[config.mk]
export PLATFORM = sky130hd
export DESIGN_NAME = se_sram_bus_bridge
export DESIGN_NICKNAME = d
export VERILOG_FILES = /design/src/rtl/se_sram_bus_bridge.sv
export SDC_FILE = /design/constraint.sdc
export NUM_CORES = 1
export LEC_CHECK = 0
export ABC_AREA = 0
export BUFFER_PORTS_ARGS = -buffer_cell sky130_fd_sc_hd__clkbuf_2
export CAP_MARGIN = 20
export CORE_AREA = 3 3 76 78
export CTS_CLUSTER_DIAMETER = 200
export DETAILED_ROUTE_END_ITERATION = 6
export DIE_AREA = 0 0 79 81
export GPL_ROUTABILITY_DRIVEN = 0
export PLACE_DENSITY = 0.95
export SLEW_MARGIN = 30
export SYNTH_ARGS = -nofsm -noshare
export SYNTH_HDL_FRONTEND = slang
export SYNTH_SLANG_ARGS = --single-unit
[constraint.sdc]
create_clock -name sram_clock -period 2.8 [get_ports sram_clock]
set_input_delay 0.28 -clock sram_clock [delete_from_list [all_inputs] [get_ports sram_clock]]
set_output_delay 0.28 -clock sram_clock [all_outputs]
set_load 0.03 [all_outputs]
[src/rtl/se_sram_bus_bridge.sv]
// Load/store request bridge in front of a single-port byte-write SRAM; rejects misaligned requests.
// Optional macro SE_SRAM_BUS_BRIDGE_READ_ALIGN_EN enables lane alignment and sign extension of load data.
module se_sram_bus_bridge #(
  parameter int unsigned address_width = 14,
  parameter int unsigned data_width    = 32
) (
  input  logic                     sram_clock,
  input  logic                     reset_n,
  input  logic                     req_valid,
  output logic                     req_ready,
  input  logic [31:0]              req_address,
  input  logic                     req_read_not_write,
  input  logic [1:0]               req_size,
  input  logic                     req_sign,
  input  logic [data_width-1:0]    req_write_data,
  output logic                     resp_valid,
  input  logic                     resp_ack,
  output logic [data_width-1:0]    resp_read_data,
  output logic                     resp_error,
  output logic                     sram_clock__enable,
  output logic                     sram_select,
  output logic                     sram_read_not_write,
  output logic [address_width-1:0] sram_address,
  output logic [3:0]               sram_write_enable,
  output logic [data_width-1:0]    sram_write_data,
  input  logic [data_width-1:0]    sram_data_out
);

  localparam int unsigned AW = address_width;

  typedef enum logic [1:0] {IDLE, RDATA, RESP} state_t;

  state_t                state_q, state_d;
  logic [data_width-1:0] resp_data_q, resp_data_d;
  logic                  resp_err_q, resp_err_d;
  logic                  accept, req_err;
  logic [1:0]            req_off;

  // Upper byte-address bits are outside the SRAM and deliberately dropped.
  logic unused_inputs;
  assign unused_inputs = ^{req_address[31:AW+2], req_sign};

`ifdef SE_SRAM_BUS_BRIDGE_READ_ALIGN_EN
  logic [1:0] off_q, off_d;
  logic [1:0] size_q, size_d;
  logic       sign_q, sign_d;

  function automatic logic [31:0] align_load(input logic [31:0] w, input logic [1:0] off,
                                             input logic [1:0] sz, input logic sgn);
    logic [31:0] sh;
    logic [31:0] res;
    sh = w >> {off, 3'b000};
    case (sz)
      2'd0:    res = {{24{sgn & sh[7]}}, sh[7:0]};
      2'd1:    res = {{16{sgn & sh[15]}}, sh[15:0]};
      default: res = sh;
    endcase
    return res;
  endfunction
`endif

  assign sram_clock__enable = 1'b1;
  assign resp_valid         = (state_q == RESP);
  assign resp_read_data     = resp_data_q;
  assign resp_error         = resp_err_q;
  assign req_off            = req_address[1:0];

  // Next state, response capture and combinational SRAM drive.
  always_comb begin
    state_d             = state_q;
    resp_data_d         = resp_data_q;
    resp_err_d          = resp_err_q;
    sram_select         = 1'b0;
    sram_read_not_write = 1'b0;
    sram_address        = '0;
    sram_write_enable   = 4'b0000;
    sram_write_data     = '0;
`ifdef SE_SRAM_BUS_BRIDGE_READ_ALIGN_EN
    off_d  = off_q;
    size_d = size_q;
    sign_d = sign_q;
`endif

    req_ready = (state_q == IDLE) || ((state_q == RESP) && resp_ack);
    accept    = req_valid && req_ready;
    req_err   = (req_size == 2'd3) ||
                ((req_size == 2'd1) && req_off[0]) ||
                ((req_size == 2'd2) && (req_off != 2'd0));

    if (accept && !req_err && reset_n) begin
      sram_select         = 1'b1;
      sram_read_not_write = req_read_not_write;
      sram_address        = req_address[AW+1:2];
      if (!req_read_not_write) begin
        case (req_size)
          2'd0: begin
            sram_write_enable = 4'(4'b0001 << req_off);
            sram_write_data   = {4{req_write_data[7:0]}};
          end
          2'd1: begin
            sram_write_enable = 4'(4'b0011 << req_off);
            sram_write_data   = {2{req_write_data[15:0]}};
          end
          default: begin
            sram_write_enable = 4'hf;
            sram_write_data   = req_write_data;
          end
        endcase
      end
    end

    case (state_q)
      RDATA: begin
`ifdef SE_SRAM_BUS_BRIDGE_READ_ALIGN_EN
        resp_data_d = align_load(sram_data_out, off_q, size_q, sign_q);
`else
        resp_data_d = sram_data_out;
`endif
        resp_err_d  = 1'b0;
        state_d     = RESP;
      end
      default: begin
        if (accept) begin
          resp_data_d = '0;
          resp_err_d  = req_err;
          state_d     = (!req_err && req_read_not_write) ? RDATA : RESP;
`ifdef SE_SRAM_BUS_BRIDGE_READ_ALIGN_EN
          off_d  = req_off;
          size_d = req_size;
          sign_d = req_sign;
`endif
        end else if (state_q == RESP && resp_ack) begin
          resp_data_d = '0;
          resp_err_d  = 1'b0;
          state_d     = IDLE;
        end
      end
    endcase
  end

  always_ff @(posedge sram_clock or negedge reset_n) begin
    if (!reset_n) begin
      state_q     <= IDLE;
      resp_data_q <= '0;
      resp_err_q  <= 1'b0;
    end else begin
      state_q     <= state_d;
      resp_data_q <= resp_data_d;
      resp_err_q  <= resp_err_d;
    end
  end

`ifdef SE_SRAM_BUS_BRIDGE_READ_ALIGN_EN
  always_ff @(posedge sram_clock or negedge reset_n) begin
    if (!reset_n) begin
      off_q  <= 2'd0;
      size_q <= 2'd0;
      sign_q <= 1'b0;
    end else begin
      off_q  <= off_d;
      size_q <= size_d;
      sign_q <= sign_d;
    end
  end
`endif

endmodule
==> out/metrics.yaml <==
slew_viol_final: 0
cts.clk_slew.worst_paths_ns: 0.07
fin_crit_sh: 0.820
nets: 490
status: "completed"
fin_hold_ws_ns: 0.0562
htree_levels: 2
clk_latency_ns: 0.29
endpoint_kind: "primary output"
finClkSkew_ns: 0.00702
dr.first_iter.drc_count: 71
yosysWarnings: 0
grt_max_degree: 36
multi_input_area_um2: 1080
fp-row-count: 26
io_pins: 192
crit_fanout: 8
ys_seq_area_frac: 0.423
hold_buffers: 0
synthCells: 220
ys_ff_latch: 35
die_w_um: 79
crit_path_start_kind: "register"
core_area_um2: 5140
cts_setup_buffers: 0
synthesis.area_um2: 2070
place_inst: 449
drive_above_1_share: 0.517
met1_length_um: 2520
n_antenna_cell: 0
grt_pass1_wl_um: 9850
power.density_nw_per_um2: 553
min_path_type: "in2async"
setup_viol: 0
area_growth_pct: 49.7
clock_path_buffers: 2
hold_violations: 0
fin_setup_tns_ns: 0
cts.sinks: 35
first_pass_iters: 4
async_reset_ff_frac: 1.00
root_buffer: "clkbuf_8"
vias_per_cell: 5.02
worst_slew_pin_slew_ns: 0.644
totalWireLength_um: 6390
grt_util_all_layers: 0.192
avgSynthCellArea_um2: 9.41
wl_per_cell_um: 14.0
vias: 2294
cellLeakagePower_nw: 1.79
fillers: 442
cts_resized: 0
synth_cell_types: 30
regArea_um2: 876
met2_wirelength_um: 3190
critPathArrivalTime_ns: 2.02
grt-ovfl-total: 0
ir_drop_mv: 0.493
die_h_um: 81
rsz0062_at_grt: "no"
synth_edf_count: 0
start_util: 0.403
antenna_found_initial: 0
worstPathRequired_ns: 2.52
portBuffers: 173
fmax_ghz: 0.436
dieArea_um2: 6400
cap_violations: 0
cts_buffers: 5
tritoncts: "built"
worst_slack_ns: 0.505
worstSetupPathType: "reg2out"
postSynthNetCount: 324
synth_top_flop_cell: "dfrtp_1"
grt_pass1_vias: 2177
ant_nets: 0
min_period_ns: 2.30
dp_hpwl_um: 5040
maxSlewHeadroom: 0.571
final_cells: 457
dr.max_layer_used: "met4"
place_ws_ns: 0.607
met3_length_um: 537
drc: 0
registers in the layout (all words and copies together) (netlist names):
| name | count |
|---|---|
| state_q | 2 |
| resp_error | 1 |
| resp_read_data | 32 |
kinds of logic (layout without fill, tap and decap cells):
kind of cell | count (synthesis) | in the layout | share of synthesized area
and+or+nand+nor | 67 | 67 | 0.155
AOI/OAI and AO/OA | 62 | 62 | 0.231
DFF | 35 | 35 | 0.423
buffers and inverters | 30 | 197 | 0.0647
muxes | 24 | 24 | 0.121
other | 1 | 1 | 0.00181
xor gates and xnor gates | 1 | 1 | 0.00423
synthesized netlist by cell type, types with 2 or more instances:
library cell	n	area, µm²
buf_6	2	22.5
nand2_1	10	37.5
o21ai_0	11	55.1
nor2b_1	4	25.0
and2_1	15	93.8
dfrtp_1	35	876
mux2i_1	16	160
nand2b_1	2	12.5
a21oi_1	11	55.1
mux2_2	8	90.1
nor2_1	30	113
clkbuf_1	15	56.3
buf_2	2	10.0
a22o_1	32	280
nor3_1	3	15.0
inv_1	10	37.5
final cells by class:
class | count | share of cell area
clock buffer | 5 | 0.0222
timing repair buffer | 179 | 0.294
sequential | 35 | 0.282
inverter | 10 | 0.0121
multi-input combinational | 155 | 0.347
clock inverter | 3 | 0.0141
tap | 70 | 0.0282
critical path: stages (launching register included):
cell and delay [ns]:
dfrtp_1 0.45, nor3b_1 0.35, nand3_1 0.20, a2111oi_0 0.43, clkbuf_2 0.30
path summary, 6_finish.rpt:
| check | start | end | slack (ns) | cells after the start |
|---|---|---|---|---|
| setup / recovery | state_q[0] | sram_write_enable[0] | 0.50 | 4 |
| hold / removal | reset_n | state_q[1] | 0.06 | 2 |
| setup reg to reg | state_q[1] | resp_read_data[30] | 1.41 | 4 |
| hold reg to reg | resp_error | resp_error | 0.50 | 1 |
| max in group asynchronous | reset_n | resp_read_data[6] | 2.44 | 2 |
| min in group sram_clock | sram_data_out[13] | resp_read_data[13] | 0.20 | 2 |
per-layer routing:
metal  up-vias  global-route usage
li1       1103                   -
met1      1070               0.225
met2       109               0.343
met3        12              0.0477
met4         0              0.0687
met5         -                   0
layout by cell type, fill, tap and decap left out:
| cell | instances |
|---|---|
| o21ai_0 | 11 |
| o41ai_1 | 1 |
| conb_1 | 1 |
| clkbuf_8 | 5 |
| nand2b_1 | 2 |
| a21o_1 | 1 |
| nor2_1 | 30 |
| a2111oi_4 | 1 |
| inv_1 | 10 |
| nor2b_1 | 3 |
| nor3b_1 | 1 |
| o2111ai_2 | 1 |
| nand2_1 | 10 |
| clkinv_4 | 1 |
| clkinv_2 | 1 |
| nor2b_2 | 1 |
| xor2_1 | 1 |
| or3_4 | 1 |
| nand3_1 | 1 |
| mux2_2 | 8 |
| a2bb2oi_2 | 1 |
| a22o_1 | 32 |
| buf_4 | 6 |
| a22oi_1 | 1 |
| dfrtp_1 | 35 |
| a32o_1 | 1 |
| mux2i_1 | 16 |
| bufinv_16 | 1 |
| a21oi_1 | 11 |
| and2_1 | 15 |
| a2111oi_0 | 1 |
| clkbuf_2 | 173 |
| nor3_1 | 3 |
per-stage QoR:
| step | instance area, µm² | power, mW | util |
|---|---|---|---|
| 2_1_floorplan | 2070 | 1.05 | - |
| 3_3_place_gp | 2990 | 1.26 | 0.581 |
| 3_5_place_dp | 2990 | 1.27 | 0.581 |
| 4_1_cts | 3100 | 1.74 | 0.603 |
| 5_1_grt | 3100 | 1.81 | 0.603 |
| 6_report | 3100 | 1.72 | 0.603 |
power by group:
part           internal (mW)  switching (mW)
Combinational          0.220           0.404
Clock                  0.265           0.187
Sequential             0.585          0.0544
Total                   1.07           0.646
Power figures use the tool's default switching activity.
